--- src/rtl/gba_timer_pkg.sv ---
// Shared constants for the GBA-style timer bank: ctrl bit positions, prescale
// encodings and divisors.
package gba_timer_pkg;

    localparam int unsigned CTRL_PS   = 0;
    localparam int unsigned CTRL_CASC = 2;
    localparam int unsigned CTRL_IRQ  = 6;
    localparam int unsigned CTRL_EN   = 7;

    // Only these ctrl bits are stored; everything else reads back as 0.
    localparam logic [15:0] CTRL_MASK = 16'h00C7;

    typedef enum logic [1:0] {
        PsDiv1    = 2'b00,
        PsDiv64   = 2'b01,
        PsDiv256  = 2'b10,
        PsDiv1024 = 2'b11
    } presc_sel_e;

    localparam int unsigned DIV_1    = 1;
    localparam int unsigned DIV_64   = 64;
    localparam int unsigned DIV_256  = 256;
    localparam int unsigned DIV_1024 = 1024;

    function automatic int unsigned presc_div(input presc_sel_e sel);
        case (sel)
            PsDiv1:    presc_div = DIV_1;
            PsDiv64:   presc_div = DIV_64;
            PsDiv256:  presc_div = DIV_256;
            default:   presc_div = DIV_1024;
        endcase
    endfunction

endpackage

--- src/rtl/gba_timer_channel.sv ---
// One timer channel: ctrl/reload/count registers, prescaler and the
// combinational overflow event that feeds the next channel's cascade input.
module gba_timer_channel
    import gba_timer_pkg::*;
#(
    parameter int unsigned CNT_W   = 16,
    parameter int unsigned PRESC_W = 10,
    parameter bit          CASC_OK = 1'b1
) (
    input  logic        clk_mem,
    input  logic        rst_n,
    input  logic        tick_i,
    input  logic        write_i,
    input  logic [31:0] data_i,
    input  logic [3:0]  byte_en_i,
    input  logic        casc_i,
    output logic [15:0] ctrl_o,
    output logic [15:0] count_o,
    output logic        ovf_evt_o,
    output logic        irq_set_o
);

    logic [15:0]        ctrl_q, ctrl_d;
    logic [CNT_W-1:0]   reload_q, reload_d;
    logic [CNT_W-1:0]   count_q, count_d;
    logic [PRESC_W-1:0] presc_q, presc_d;
    logic [15:0]        reload_wide;
    logic               inc;
    logic               ovf_evt;
    logic               presc_wrap;

    always_comb begin
        reload_wide = 16'(reload_q);
        ctrl_d      = ctrl_q;
        if (write_i) begin
            if (byte_en_i[0]) reload_wide[7:0]  = data_i[7:0];
            if (byte_en_i[1]) reload_wide[15:8] = data_i[15:8];
            if (byte_en_i[2]) ctrl_d[7:0]       = data_i[23:16];
            if (byte_en_i[3]) ctrl_d[15:8]      = data_i[31:24];
        end
        ctrl_d   = ctrl_d & CTRL_MASK;
        reload_d = reload_wide[CNT_W-1:0];

        presc_wrap = (32'(presc_q) ==
                      presc_div(presc_sel_e'(ctrl_q[CTRL_PS +: 2])) - 32'd1);
        presc_d = presc_q;
        inc     = 1'b0;
        if (ctrl_q[CTRL_EN]) begin
            if (CASC_OK && ctrl_q[CTRL_CASC]) begin
                inc = casc_i;
            end else if (tick_i) begin
                if (presc_wrap) begin
                    presc_d = '0;
                    inc     = 1'b1;
                end else begin
                    presc_d = presc_q + PRESC_W'(1);
                end
            end
        end

        // A reload written in the overflow cycle is the one that gets loaded.
        ovf_evt = inc && (count_q == '1);
        count_d = count_q;
        if (ovf_evt) begin
            count_d = reload_d;
        end else if (inc) begin
            count_d = count_q + CNT_W'(1);
        end

        if (write_i && !ctrl_q[CTRL_EN] && ctrl_d[CTRL_EN]) begin
            count_d = reload_d;
            presc_d = '0;
        end
    end

    always_ff @(posedge clk_mem or negedge rst_n) begin
        if (!rst_n) begin
            ctrl_q   <= '0;
            reload_q <= '0;
            count_q  <= '0;
            presc_q  <= '0;
        end else begin
            ctrl_q   <= ctrl_d;
            reload_q <= reload_d;
            count_q  <= count_d;
            presc_q  <= presc_d;
        end
    end

    assign ctrl_o    = ctrl_q;
    assign count_o   = 16'(count_q);
    assign ovf_evt_o = ovf_evt;
    assign irq_set_o = ovf_evt && ctrl_q[CTRL_IRQ];

endmodule

--- src/rtl/gba_timer_bank.sv ---
// Bank of GBA-style timers: per-channel instances, cascade chain, sticky irq
// status word and a registered read port.
module gba_timer_bank
    import gba_timer_pkg::*;
#(
    parameter int unsigned N_TIMERS = 4,
    parameter int unsigned CNT_W    = 16,
    parameter int unsigned PRESC_W  = 10
) (
    input  logic                clk_mem,
    input  logic                rst_n,
    input  logic                tick,
    input  logic [3:0]          addr,
    input  logic [31:0]         data_in,
    input  logic [3:0]          byte_en,
    input  logic                write,
    input  logic                read,
    output logic [31:0]         data_out,
    output logic [N_TIMERS-1:0] ovf,
    output logic [N_TIMERS-1:0] irq_pending,
    output logic                irq
);

    logic [N_TIMERS-1:0] ovf_evt;
    logic [N_TIMERS-1:0] irq_set;
    logic [N_TIMERS-1:0] casc;
    logic [N_TIMERS-1:0] irq_clr;
    logic [N_TIMERS-1:0] ovf_q;
    logic [N_TIMERS-1:0] irq_q, irq_d;
    logic [31:0]         data_out_q, data_out_d;
    logic [15:0]         ctrl_w  [N_TIMERS];
    logic [15:0]         count_w [N_TIMERS];
    logic                sel_status;

    for (genvar i = 0; i < N_TIMERS; i++) begin : g_chan
        if (i == 0) begin : g_head
            assign casc[i] = 1'b0;
        end else begin : g_link
            assign casc[i] = ovf_evt[i-1];
        end

        gba_timer_channel #(
            .CNT_W   (CNT_W),
            .PRESC_W (PRESC_W),
            .CASC_OK (i != 0)
        ) u_chan (
            .clk_mem   (clk_mem),
            .rst_n     (rst_n),
            .tick_i    (tick),
            .write_i   (write && (addr == 4'(i))),
            .data_i    (data_in),
            .byte_en_i (byte_en),
            .casc_i    (casc[i]),
            .ctrl_o    (ctrl_w[i]),
            .count_o   (count_w[i]),
            .ovf_evt_o (ovf_evt[i]),
            .irq_set_o (irq_set[i])
        );
    end

    assign sel_status = (addr == 4'(N_TIMERS));

    always_comb begin
        irq_clr = '0;
        if (write && sel_status && byte_en[0]) begin
            irq_clr = data_in[N_TIMERS-1:0];
        end
        // Set has priority over a clear landing in the same cycle.
        irq_d = (irq_q & ~irq_clr) | irq_set;

        data_out_d = data_out_q;
        if (read) begin
            data_out_d = '0;
            for (int i = 0; i < N_TIMERS; i++) begin
                if (addr == 4'(i)) begin
                    data_out_d = {ctrl_w[i], count_w[i]};
                end
            end
            if (sel_status) begin
                data_out_d = 32'(irq_q);
            end
        end
    end

    always_ff @(posedge clk_mem or negedge rst_n) begin
        if (!rst_n) begin
            ovf_q      <= '0;
            irq_q      <= '0;
            data_out_q <= '0;
        end else begin
            ovf_q      <= ovf_evt;
            irq_q      <= irq_d;
            data_out_q <= data_out_d;
        end
    end

    assign data_out    = data_out_q;
    assign ovf         = ovf_q;
    assign irq_pending = irq_q;
    assign irq         = |irq_q;

endmodule
--- config.mk ---
export PLATFORM = sky130hd
export DESIGN_NAME = gba_timer_bank
export DESIGN_NICKNAME = d
export VERILOG_FILES = /design/src/rtl/gba_timer_pkg.sv /design/src/rtl/gba_timer_channel.sv /design/src/rtl/gba_timer_bank.sv
export SDC_FILE = /design/constraint.sdc
export NUM_CORES = 1
export LEC_CHECK = 0
export ABC_AREA = 1
export ABC_CLOCK_PERIOD_IN_PS = 3700
export BUFFER_PORTS_ARGS = -buffer_cell sky130_fd_sc_hd__buf_2
export CORE_MARGIN = 1.5
export CORE_UTILIZATION = 36
export CTS_BUF_LIST = sky130_fd_sc_hd__clkbuf_4
export CTS_CLUSTER_SIZE = 28
export DETAILED_ROUTE_END_ITERATION = 10
export PLACE_DENSITY = 0.64
export SLEW_MARGIN = 5
export SYNTH_ARGS = -nofsm -noshare
export SYNTH_HDL_FRONTEND = slang
export SYNTH_SLANG_ARGS = --single-unit
export TNS_END_PERCENT = 20
--- constraint.sdc ---
create_clock -name clk_mem -period 3.7 [get_ports clk_mem]
set_input_delay 0.925 -clock clk_mem [delete_from_list [all_inputs] [get_ports clk_mem]]
set_output_delay 0.925 -clock clk_mem [all_outputs]
set_load 0.1 [all_outputs]
Yosys cells after proc, flatten, opt, wreduce, memory -nomap -nowiden. Cells that the tools add are included.

Eq/ne operators: 23. Bitwise gates (word level): 3. Reductions and logical operators: 52. Mux-type cells: 76. $add $sub $neg: 12.

Operator list (count): 16-bit 2-to-1 mux (16); 10-bit 2-to-1 mux (19); 11-bit case mux with 3 select lines (4); 10-bit by 32-bit equality test with 1-bit output (4); 32-bit 2-to-1 mux (4); 8-bit 2-to-1 mux (16); 16-bit by 1-bit adder with 16-bit output, second input constant (4); 16-bit equality test, second input constant (4); 11-bit by 1-bit subtractor with 12-bit output, second input constant (4); 10-bit by 1-bit adder with 10-bit output, second input constant (4); 24-bit 2-to-1 mux (1); 1-bit logical AND (22); 2-bit nonzero test (8); 1-bit 2-to-1 mux (15); 3-bit nonzero test (4); 2-bit AND reduction (5); 3-bit AND reduction (3); 2-bit by 1-bit equality test with 1-bit output, second input constant (4); 2-bit equality test, second input constant (4); 4-bit by 2-bit equality test with 1-bit output, second input constant (2); 2-bit zero test (4); 2-bit inequality test, second input constant (3); 4-bit AND (1); 4-bit by 1-bit equality test with 1-bit output, second input constant (1); other kinds (7) (10).

Word-level logic and storage cells: 189. Bits in registers: 228.

Longest topological paths before layout. Gate-level depths: netlist of the first run.

Depth after elaboration: 19. Gate-level depth with buffers: 18.

Hierarchy. Synthesis of the first run repeated with hierarchy kept, for this count alone.

Cells, all modules: 1910. Area, all modules: 13957.1 µm².

Modules (own cells, without submodules): gba_timer_channel at g_chan[2].u_chan ... (times used 2, area each 2793.9 µm², cells an instance 370); gba_timer_channel at g_chan[0].u_chan (times used 1, area each 2899.0 µm², cells an instance 389); gba_timer_channel at g_chan[1].u_chan (times used 1, area each 2801.4 µm², cells an instance 373); gba_timer_bank (times used 1, area each 2668.8 µm², cells an instance 408).

Worst setup path after synthesis of the first run. No wires, ideal clock.

Kind: reg2out. Start point: reg irq_q[3], in the netlist irq_pending[3]. End point: out irq. Data required time: 2775 ps. Slack: 949 ps. Arrival time: 1826 ps. Cell stages (with the launch flop): 2. Path through: dfrtp_1 or4_1.

Longest elaborated chain between the ends: 1.

Ends and longest elaborated chain: from (decl) (RTL line gba_timer_bank.sv:29) `logic [N_TIMERS-1:0] irq_q, irq_d;`; from (signal assigned) (RTL line gba_timer_bank.sv:92) `irq_q <= irq_d;`; 4-bit OR reduction (RTL line gba_timer_bank.sv:100) `assign irq = |irq_q;`; to (decl) (RTL line gba_timer_bank.sv:21) `output logic irq`.

No other way between the ends.

Final worst setup path of the first run.
Start point: reg g_chan[0].u_chan.count_q[0]. End point: reg g_chan[2].u_chan.count_q[11].

Longest elaborated chain between the ends: 10.

Ends and longest elaborated chain: from (decl) (RTL line gba_timer_channel.sv:25) `logic [CNT_W-1:0] count_q, count_d;`; from (signal assigned) (RTL line gba_timer_channel.sv:85) `count_q <= count_d;`; 16-bit equality test (*) (RTL line gba_timer_channel.sv:62) `ovf_evt = inc && (count_q == '1);`; 1-bit logical AND (*) (RTL line gba_timer_channel.sv:62); 1-bit 2-to-1 mux (*) (RTL line gba_timer_channel.sv:49) `if (CASC_OK && ctrl_q[CTRL_CASC]) begin`; 1-bit 2-to-1 mux (*) (RTL line gba_timer_channel.sv:48) `if (ctrl_q[CTRL_EN]) begin`; 1-bit logical AND (*) (RTL line gba_timer_channel.sv:62); 1-bit 2-to-1 mux (*) (RTL line gba_timer_channel.sv:49); 1-bit 2-to-1 mux (*) (RTL line gba_timer_channel.sv:48); 1-bit logical AND (RTL line gba_timer_channel.sv:62); 16-bit 2-to-1 mux (RTL line gba_timer_channel.sv:64) `if (ovf_evt) begin`; 16-bit 2-to-1 mux (RTL line gba_timer_channel.sv:70) `if (write_i && !ctrl_q[CTRL_EN] && ctrl_d[CTRL_EN]) begin`; to (signal assigned) (RTL line gba_timer_channel.sv:85); to (decl) (RTL line gba_timer_channel.sv:25).

Mark *: on every way between the ends. The rest lies on a longest branch, timed or not. A chain may end at the register's enable or synchronous reset.

==> flow_metrics.env, run 1 <==
export IMPL_synth_cell_type_count=55
export IMPL_finalWorstSetupSlack_ns=0.6424
export IMPL_wl_met1_um=15190
export IMPL_crit_type="flop to flop"
export IMPL_fin_crit_ns=3.058
export IMPL_netlist_area_mm2=0.01181
export IMPL_maxSlewViolCount=0
export IMPL_dp_hpwl_um=23680
export IMPL_drive_above_1_share=0.1503
export IMPL_powerDensity_mw_per_mm2=528.9
export IMPL_die_area_mm2=0.03391
export IMPL_grt_pass1_wl_um=51640
export IMPL_gp_congestion=0.8608
export IMPL_synth_common_cells="nand2_1, dfrtp_1, inv_1"
export IMPL_post_drt_wl_per_cell_um=15.51
export IMPL_max_freq_ghz=0.3270
export IMPL_dp_cells=1954
export IMPL_fin_nets=1628
export IMPL_h_tree_depth=2
export IMPL_rows=66
export IMPL_routed_top_layer="met5"
export IMPL_cts_tree="built"
export IMPL_synth_area_per_cell_um2=8.037
export IMPL_root_buffer="clkbuf_4"
export IMPL_clock_skew_ns=0.06974
export IMPL_clk_path_buf_depth=3
export IMPL_cts_resized=0
export IMPL_hold_buffers=0
export IMPL_finalSetupViolCount=0
export IMPL_grtUsageTotal=0.1925
export IMPL_first_pass_iters=5
export IMPL_cts_sinks=217
export IMPL_cts_buffers=58
export IMPL_clk_pin_slew_ns=0.07
export IMPL_crit_required_ns=4.28
export IMPL_dieHeight_um=184.2
export IMPL_fillers=3361
export IMPL_core_mm2=0.03245
export IMPL_register_area_mm2=0.005430
export IMPL_finalSetupTns_ns=0
export IMPL_stdcell_count=2063
export IMPL_rsz0062_at_grt="no"
export IMPL_synth_edf_count=0
export IMPL_ioPinCount=86
export IMPL_grt_pass1_vias=9896
export IMPL_syn2layout_area_growth_pct=13.12
export IMPL_status="finished, final reports clean"
export IMPL_worst_pin_slew_ns=1.010
export IMPL_slew_headroom=0.3244
export IMPL_path_max_fanout=20
export IMPL_multiInputGateArea_mm2=0.005289
export IMPL_fin_crit_sh=0.8264
export IMPL_initial_core_util=0.3640
export IMPL_synth_main_ff_cell="dfrtp_1"
export IMPL_synth_seq_area_share=0.4596
export IMPL_io_buffers=62
export IMPL_clock_latency_ns=0.72
export IMPL_wl_um=31990
export IMPL_wl_met2_um=14350
export IMPL_post_route_drc_count=0
export IMPL_yosysTopAreaCell="dfrtp_1"
export IMPL_vias=10423
export IMPL_hold_viol=0
export IMPL_ys_top_cells_by_area="dfrtp_1, nand2_1, o21ai_0"
export IMPL_grt_max_degree=89
export IMPL_synth_seq_cells=217
export IMPL_p_leak_nw=6.553
export IMPL_arrival_ns=3.64
export IMPL_async_flop_share=1.000
export IMPL_ir_drop_mv=0.2206
export IMPL_post_synth_top_count_cell="nand2_1"
export IMPL_cts_setup_buffers=0
export IMPL_maxCapViolCount=0
export IMPL_drt_iter0_markers=812
export IMPL_vias_per_cell=5.052
export IMPL_crit_path_start_kind="flop"
export IMPL_die_w_um=184.2
export IMPL_hp_class="primary input to async pin"
export IMPL_synth_warnings=0
export IMPL_antenna_found_initial=3
export IMPL_routed_wl_met3_um=1776
export IMPL_antenna_left=0
export IMPL_dp_slack_ns=0.3976
export IMPL_cp_end_kind="flop"
export IMPL_gr_total_overflow=0
export IMPL_netlist_instances=1470
export IMPL_yosysTopAreaCellShare=0.4596
metal layers:
| metal | vias to the layer above | global-route usage |
|---|---|---|
| li1 | 5111 | - |
| met1 | 4972 | 0.2689 |
| met2 | 281 | 0.3029 |
| met3 | 57 | 0.03636 |
| met4 | 2 | 0.05639 |
| met5 | - | 0 |
worst max-delay path, cell delays in order, from the launching register on:
cell and delay [ns]:
dfrtp_1 0.36, ha_1 0.19, nand3_1 0.15, nor2_1 0.28
nand4_1 0.26, nor2_1 0.19, nand2_1 0.10, nand2_1 0.11
nand4_1 0.12, nand2_1 0.13, nand3_1 0.13, nand2_2 0.29
inv_2 0.23, or2_0 0.26, nand3_1 0.07, o21ai_0 0.08
area by class of cell:
type,instances,area share
antenna,4,0.0007490
multi-input combinational,987,0.3957
clock buffer,90,0.05056
sequential,217,0.4063
tap,442,0.04138
inverter,224,0.06310
clock inverter,15,0.004868
timing repair buffer,84,0.03726
power breakdown:
part           internal [W]  switching [W]
logic              0.000573        0.00112
registers           0.00283       0.000411
clock network       0.00110        0.00102
stage by stage:
stage | util | power (W) | instance area [um^2] | hold slack, ns
final | 0.4118 | 0.007068 | 13360 | 0.2708
after global routing | 0.4118 | 0.007560 | 13360 | 0.2844
after CTS | 0.4115 | 0.007117 | 13350 | 0.2398
after detailed placement | 0.3887 | 0.004970 | 12610 | 0.4630
after global placement | 0.3887 | 0.004912 | 12610 | 0.4551
after floorplan | - | 0.004508 | 11850 | 0.4383
sequential cells by signal, summed over array words and instances (netlist names):
| name | flops |
|---|---|
| irq_pending | 4 |
| g_chan.u_chan.presc_q | 40 |
| g_chan.u_chan.reload_q | 64 |
| g_chan.u_chan.count_o | 64 |
| ovf | 4 |
| data_out | 21 |
| g_chan.u_chan.ctrl_o | 20 |
cells by family (layout without fill, tap and decap cells):
| kind of cell | count (synthesis) | after routing | share of synthesized area |
|---|---|---|---|
| AO/OA/AOI/OAI | 330 | 330 | 0.1620 |
| XOR/XNOR | 52 | 52 | 0.03855 |
| adder cells (fa/ha/maj) | 11 | 11 | 0.01165 |
| buffers and inverters | 276 | 413 | 0.09585 |
| flip-flops | 217 | 217 | 0.4596 |
| multiplexers | 7 | 7 | 0.006037 |
| other | 1 | 15 | 0.0003174 |
| AND/OR/NAND/NOR | 576 | 576 | 0.2259 |
final timing paths:
path	from	endpoint	slack [ns]	cells after the start
max	g_chan[0].u_chan.count_o[0]$_DFFE_PN0P_	g_chan[2].u_chan.count_o[11]$_DFFE_PN0P_	0.64	15
min	rst_n	g_chan[3].u_chan.presc_q[5]$_DFFE_PN0P_	0.27	1
max reg2reg	g_chan[0].u_chan.count_o[0]$_DFFE_PN0P_	g_chan[2].u_chan.count_o[11]$_DFFE_PN0P_	0.64	15
min reg2reg	g_chan[0].u_chan.reload_q[0]$_DFF_PN0_	g_chan[0].u_chan.reload_q[0]$_DFF_PN0_	0.47	2
max in group asynchronous	rst_n	g_chan[2].u_chan.reload_q[7]$_DFF_PN0_	2.62	2
min in group clk_mem	g_chan[0].u_chan.reload_q[0]$_DFF_PN0_	g_chan[0].u_chan.reload_q[0]$_DFF_PN0_	0.47	2
layout by cell type, fill, tap and decap left out, types with 7 or more instances in the layout:
| cell | synthesis | final |
|---|---|---|
| nand2_1 | 270 | 270 |
| dfrtp_1 | 217 | 217 |
| inv_1 | 206 | 206 |
| o21ai_0 | 156 | 156 |
| nor2_1 | 114 | 114 |
| clkbuf_4 | 0 | 90 |
| nand3_1 | 87 | 87 |
| a21oi_1 | 63 | 63 |
| buf_2 | 12 | 61 |
| xor2_1 | 41 | 41 |
| nor3_1 | 30 | 30 |
| o22ai_1 | 29 | 29 |
| buf_4 | 15 | 21 |
| nand4_1 | 18 | 18 |
| inv_2 | 16 | 17 |
| a221oi_1 | 17 | 17 |
| o211ai_1 | 16 | 16 |
| a31oi_1 | 12 | 12 |
| or2_2 | 11 | 11 |
| xnor2_1 | 11 | 11 |
| ha_1 | 11 | 11 |
| conb_1 | 1 | 11 |
| clkinv_1 | 1 | 10 |
| o221ai_1 | 9 | 9 |
| nor2_4 | 7 | 7 |
| o21a_1 | 7 | 7 |
Power figures use the tool's default switching activity.
==> run 2: changes to the inputs <==
--- a/config.mk
+++ b/config.mk
@@ -6,7 +6,7 @@
 export NUM_CORES = 1
 export LEC_CHECK = 0
 export ABC_AREA = 1
-export ABC_CLOCK_PERIOD_IN_PS = 3700
+export ABC_CLOCK_PERIOD_IN_PS = 2900
 export BUFFER_PORTS_ARGS = -buffer_cell sky130_fd_sc_hd__buf_2
 export CORE_MARGIN = 1.5
 export CORE_UTILIZATION = 36
==> constraint.sdc (replaced) <==
create_clock -name clk_mem -period 2.9 [get_ports clk_mem]
set_input_delay 0.725 -clock clk_mem [delete_from_list [all_inputs] [get_ports clk_mem]]
set_output_delay 0.725 -clock clk_mem [all_outputs]
set_load 0.1 [all_outputs]
==> run 2 against run 1 <==
Compared with the run above: combinational power up 31%; final area is 2.0% higher; worst hold slack got worse by 0.24 ns; critical path depth down 13; via count up 1.2%; power is 30% higher; core utilization grew 0.84 points; sequential share of layout area down 0.81 points; highest routed layer unchanged.
==> flow_metrics.env, run 2 (synthesized netlist as in run 1, its figures left out) <==
export IMPL_status="finished, final reports clean"
export IMPL_initial_core_util=0.3640
export IMPL_post_drt_wl_per_cell_um=15.72
export IMPL_stdcell_area_mm2=0.01364
export IMPL_final_cell_mix="nand2_1, dfrtp_1, inv_1, o21ai_0, nor2_1"
export IMPL_dieHeight_um=184.2
export IMPL_fin_nets=1657
export IMPL_clock_skew_ns=0.04522
export IMPL_max_stage_delay_ns=0.52
export IMPL_gr_total_overflow=0
export IMPL_dp_hpwl_um=24180
export IMPL_first_pass_iters=5
export IMPL_path_depth=2
export IMPL_grt_pass1_vias=9935
export IMPL_fin_crit_sh=0.9248
export IMPL_worst_pin_slew_ns=1.111
export IMPL_path_cells="or4_1 > buf_2"
export IMPL_cp_end_kind="output pin"
export IMPL_wl_um=32820
export IMPL_clk_pin_slew_ns=0.07
export IMPL_crit_path_start_kind="flop"
export IMPL_die_area_mm2=0.03391
export IMPL_vias_per_cell=5.051
export IMPL_slowest_stage="or4_1"
export IMPL_core_mm2=0.03245
export IMPL_grt_max_degree=78
export IMPL_antenna_found_initial=4
export IMPL_maxSlewViolCount=0
export IMPL_layout_commonest_cell="nand2_1"
export IMPL_path_max_fanout=4
export IMPL_placed_cell_area_mm2=0.01284
export IMPL_p_leak_nw=6.716
export IMPL_rsz0062_at_grt="no"
export IMPL_drive_above_1_share=0.1636
export IMPL_fin_util=0.4202
export IMPL_grt_pass1_wl_um=52230
export IMPL_arrival_ns=1.96
export IMPL_r2r_start="g_chan[1].u_chan.ctrl_o[0]$_DFFE_PN0P_"
export IMPL_vias=10547
export IMPL_fin_crit_ns=2.682
export IMPL_cts_sinks=217
export IMPL_maxCapViolCount=0
export IMPL_rows=66
export IMPL_finalSetupViolCount=0
export IMPL_cp_top_family="simple AND/OR/NAND/NOR gates"
export IMPL_rrSetupSlack_ns=0.25
export IMPL_dp_slack_ns=0.1196
export IMPL_clk_path_buf_depth=3
export IMPL_crit_type="flop to output pin"
export IMPL_setup_worst_path_start="irq_pending[3]$_DFF_PN0_"
export IMPL_finalSetupTns_ns=0
export IMPL_cts_buffers=59
export IMPL_antenna_left=0
export IMPL_io_buffers=62
export IMPL_max_freq_ghz=0.3729
export IMPL_endpoint="irq"
export IMPL_finalWorstSetupSlack_ns=0.2181
export IMPL_root_buffer="clkbuf_4"
export IMPL_slew_headroom=0.2564
export IMPL_gp_congestion=0.9003
export IMPL_h_tree_depth=2
export IMPL_reg2reg_to="g_chan[2].u_chan.count_o[11]$_DFFE_PN0P_"
export IMPL_ir_drop_mv=0.2928
export IMPL_die_w_um=184.2
export IMPL_post_route_drc_count=0
export IMPL_cp_buffers_inverters=1
export IMPL_r2r_cells=16
export IMPL_ioPinCount=86
export IMPL_clock_latency_ns=0.71
export IMPL_hp_class="primary input to async pin"
export IMPL_cts_tree="built"
export IMPL_powerDensity_mw_per_mm2=673.0
export IMPL_total_power_w=0.009177
export IMPL_fillers=3319
export IMPL_crit_required_ns=2.17
export IMPL_grtUsageTotal=0.1952
export IMPL_hold_viol=0
export IMPL_syn2layout_area_growth_pct=15.42
export IMPL_drt_iter0_markers=945
## run 2: cell count changes in the layout (fill, tap and decap cells not counted), moves of 2 or more
cell / change
buf_12: +3
clkinv_2: -4
diode_2: -2
clkinv_1: +2
buf_4: +25
## run 2: area by class of cell
cell class,count,area (um^2),share of cell area
repair buffers,112,745.7,0.05469
well taps,442,553.0,0.04056
flip-flops and latches,217,5430,0.3982
diodes,2,5.005,0.0003670
inverters,224,843.3,0.06185
multi-input cells,987,5300,0.3887
clock buffers,91,683.2,0.05010
clock inverters,13,75.07,0.005506
## run 2: repair_timing
item                       CTS  global route
buffers inserted             0             3
resized for setup            0             2
setup endpoints to repair    0            12
hold buffers                 0             0
## run 2: worst min path at each step
stage                                                     to  slack [ns]  cells after the start
CTS                  g_chan[2].u_chan.presc_q[2]$_DFFE_PN0P_       0.002                      1
global route        g_chan[3].u_chan.count_o[11]$_DFFE_PN0P_        0.04                      1
floorplan                            data_out[0]$_DFFE_PN0P_        0.43                      0
detailed placement   g_chan[0].u_chan.reload_q[15]$_DFF_PN0_        0.46                      2
finish              g_chan[3].u_chan.count_o[11]$_DFFE_PN0P_        0.03                      1
global placement      g_chan[0].u_chan.reload_q[9]$_DFF_PN0_        0.46                      2
## run 2: power by group
| part | internal, W | switching, W |
|---|---|---|
| Sequential | 0.00362 | 0.000531 |
| Clock | 0.00150 | 0.00130 |
| Combinational | 0.000765 | 0.00146 |
## run 2: per-layer routing
layer / wire length, um / part of all wire / global-route usage
met3: 2173 / 0.066 / 0.03655
met2: 14510 / 0.44 / 0.3017
met5: 22 / 0.00067 / 0
met4: 856 / 0.026 / 0.06820
met1: 15260 / 0.46 / 0.2730
## run 2: per-stage QoR
step                instances  hold WS [ns]
finish                   2088       0.02803
global route             2088       0.03802
CTS                      2083      0.002421
detailed placement       1979        0.4632
global placement         1979        0.4586
floorplan                1480        0.4294
==> run 3: changes to the inputs <==
--- a/config.mk
+++ b/config.mk
@@ -6,7 +6,7 @@
 export NUM_CORES = 1
 export LEC_CHECK = 0
 export ABC_AREA = 1
-export ABC_CLOCK_PERIOD_IN_PS = 2900
+export ABC_CLOCK_PERIOD_IN_PS = 3200
 export BUFFER_PORTS_ARGS = -buffer_cell sky130_fd_sc_hd__buf_2
 export CORE_MARGIN = 1.5
 export CORE_UTILIZATION = 36
@@ -14,6 +14,7 @@
 export CTS_CLUSTER_SIZE = 28
 export DETAILED_ROUTE_END_ITERATION = 10
 export PLACE_DENSITY = 0.64
+export REMOVE_ABC_BUFFERS = 1
 export SLEW_MARGIN = 5
 export SYNTH_ARGS = -nofsm -noshare
 export SYNTH_HDL_FRONTEND = slang
==> constraint.sdc (replaced) <==
create_clock -name clk_mem -period 3.2 [get_ports clk_mem]
set_input_delay 0.8 -clock clk_mem [delete_from_list [all_inputs] [get_ports clk_mem]]
set_output_delay 0.8 -clock clk_mem [all_outputs]
set_load 0.1 [all_outputs]
==> run 3 against run 2 <==
Compared with the run above: global-route usage rose by 0.19 points; core utilization shrank 0.49 points; power down 9.2%; via count fell by 0.54%; cell count shrank 1.1%; combinational power decreased by 11%; routed wire length fell by 1.2%; register-to-register slack better by 0.09 ns; clock-buffer cell count unchanged; sequential power fell by 9.6%; critical path depth rose by 11; critical endpoint is now g_chan[1].u_chan.count_o[6]$_DFFE_PN0P_; largest power group unchanged.
==> flow_metrics.env, run 3 (synthesized netlist as in run 1, its figures left out) <==
export IMPL_dp_cells=1964
export IMPL_grt_max_degree=63
export IMPL_r2r_cells=13
export IMPL_io_buffers=62
export IMPL_h_tree_depth=2
export IMPL_ir_drop_mv=0.3285
export IMPL_fin_nets=1638
export IMPL_final_cell_mix="nand2_1, dfrtp_1, inv_1, o21ai_0, nor2_1"
export IMPL_max_freq_ghz=0.3499
export IMPL_cts_resized=0
export IMPL_initial_core_util=0.3640
export IMPL_register_area_mm2=0.005430
export IMPL_crit_path_start_kind="flop"
export IMPL_wl_um=32430
export IMPL_clock_skew_ns=0.03429
export IMPL_core_mm2=0.03245
export IMPL_vias=10490
export IMPL_post_drt_wl_per_cell_um=15.70
export IMPL_gr_total_overflow=0
export IMPL_reg2reg_to="g_chan[1].u_chan.count_o[6]$_DFFE_PN0P_"
export IMPL_grtUsageTotal=0.1970
export IMPL_crit_required_ns=3.78
export IMPL_rrSetupSlack_ns=0.34
export IMPL_first_pass_iters=5
export IMPL_max_stage_delay_ns=0.35
export IMPL_dp_slack_ns=0.1820
export IMPL_clk_pin_slew_ns=0.07
export IMPL_post_route_drc_count=0
export IMPL_powerDensity_mw_per_mm2=618.6
export IMPL_arrival_ns=3.44
export IMPL_ioPinCount=86
export IMPL_rsz0062_at_grt="no"
export IMPL_cp_end_kind="flop"
export IMPL_wl_met1_um=14550
export IMPL_syn2layout_area_growth_pct=14.06
export IMPL_wl_met2_um=14530
export IMPL_total_power_w=0.008336
export IMPL_finalWorstSetupSlack_ns=0.3421
export IMPL_cts_tree="built"
export IMPL_crit_type="flop to flop"
export IMPL_routed_top_layer="met4"
export IMPL_cts_sinks=217
export IMPL_status="finished, final reports clean"
export IMPL_vias_per_cell=5.080
export IMPL_grt_pass1_vias=9953
export IMPL_root_buffer="clkbuf_4"
export IMPL_rows=66
export IMPL_slew_headroom=0.6265
export IMPL_clock_latency_ns=0.73
export IMPL_finalSetupViolCount=0
export IMPL_dieHeight_um=184.2
export IMPL_drt_iter0_markers=737
export IMPL_dp_hpwl_um=24120
export IMPL_layout_commonest_cell="nand2_1"
export IMPL_fillers=3368
export IMPL_routed_wl_met3_um=2538
export IMPL_antenna_left=0
export IMPL_fin_util=0.4152
export IMPL_clk_path_buf_depth=3
export IMPL_maxCapViolCount=0
export IMPL_cts_buffers=58
export IMPL_r2r_start="g_chan[0].u_chan.count_o[0]$_DFFE_PN0P_"
export IMPL_path_cells="ha_1 > nand3_1 > nor2_1 > nand4_1 > nor2_1 > nand2_1 > nand2_1 > nand3_2 > or2_1 > nand2_2 > a21oi_1 > o21ai_0 > o21ai_0"
export IMPL_grt_pass1_wl_um=52620
export IMPL_hold_viol=0
export IMPL_multiInputGateArea_mm2=0.005289
export IMPL_hp_class="primary input to async pin"
export IMPL_maxSlewViolCount=0
export IMPL_antenna_found_initial=2
export IMPL_path_max_fanout=22
export IMPL_die_w_um=184.2
export IMPL_fin_crit_ns=2.858
export IMPL_fin_crit_sh=0.8931
export IMPL_die_area_mm2=0.03391
export IMPL_p_leak_nw=6.623
export IMPL_stdcell_count=2065
export IMPL_gp_congestion=0.9239
export IMPL_drive_above_1_share=0.1554
export IMPL_worst_pin_slew_ns=0.5597
export IMPL_cts_setup_buffers=0
export IMPL_hold_buffers=0
export IMPL_slowest_stage="dfrtp_1"
## run 3: cell count changes in the layout (fill, tap and decap cells not counted), sizes merged
cell,previous run,this run
bufinv,1,2
clkinv,12,8
diode,2,1
inv,224,223
buf,112,94
## run 3: power breakdown
group | switching [W] | internal (W)
registers | 0.000471 | 0.00328
clock network | 0.00117 | 0.00143
logic | 0.00132 | 0.000668
## run 3: cell type report
class	count	share of cell area
multi-input combinational	987	0.3925
antenna	1	0.0001857
tap	442	0.04104
clock buffer	91	0.05070
timing repair buffer	94	0.04345
sequential	217	0.4030
clock inverter	9	0.006592
inverter	224	0.06258
## run 3: layer usage
layer,global-route usage,up-vias
li1,-,5103
met1,0.2700,4956
met2,0.3059,369
met3,0.04446,62
met4,0.06820,0
met5,0,-
## run 3: worst max-delay path by stage
stage / start / end / slack [ns]
6_report: g_chan[0].u_chan.count_o[0]$_DFFE_PN0P_ / g_chan[1].u_chan.count_o[6]$_DFFE_PN0P_ / 0.34
3_3_place_gp: addr[3] / g_chan[3].u_chan.count_o[0]$_DFFE_PN0P_ / 0.22
5_1_grt: g_chan[0].u_chan.count_o[0]$_DFFE_PN0P_ / g_chan[1].u_chan.count_o[2]$_DFFE_PN0P_ / 0.04
3_5_place_dp: addr[3] / g_chan[3].u_chan.count_o[14]$_DFFE_PN0P_ / 0.18
2_1_floorplan: addr[3] / g_chan[0].u_chan.count_o[10]$_DFFE_PN0P_ / -0.08
4_1_cts: g_chan[0].u_chan.count_o[0]$_DFFE_PN0P_ / g_chan[1].u_chan.count_o[5]$_DFFE_PN0P_ / 0.36
## run 3: critical path, delay by kind of cell, from the launching register on
kind	cells	cell delay, ns
simple gates	9	1.83
flops	1	0.35
fa+ha+maj	1	0.18
compound gates	3	0.34
## run 3: metrics by stage
stage	setup TNS (ns)	cell area (um^2)	hold WS (ns)
after global routing	0	13480	0.01003
after floorplan	-0.1004	11560	0.4383
after CTS	0	13470	0.003083
final	0	13480	0.02692
after global placement	0	12700	0.4563
after detailed placement	0	12700	0.4645
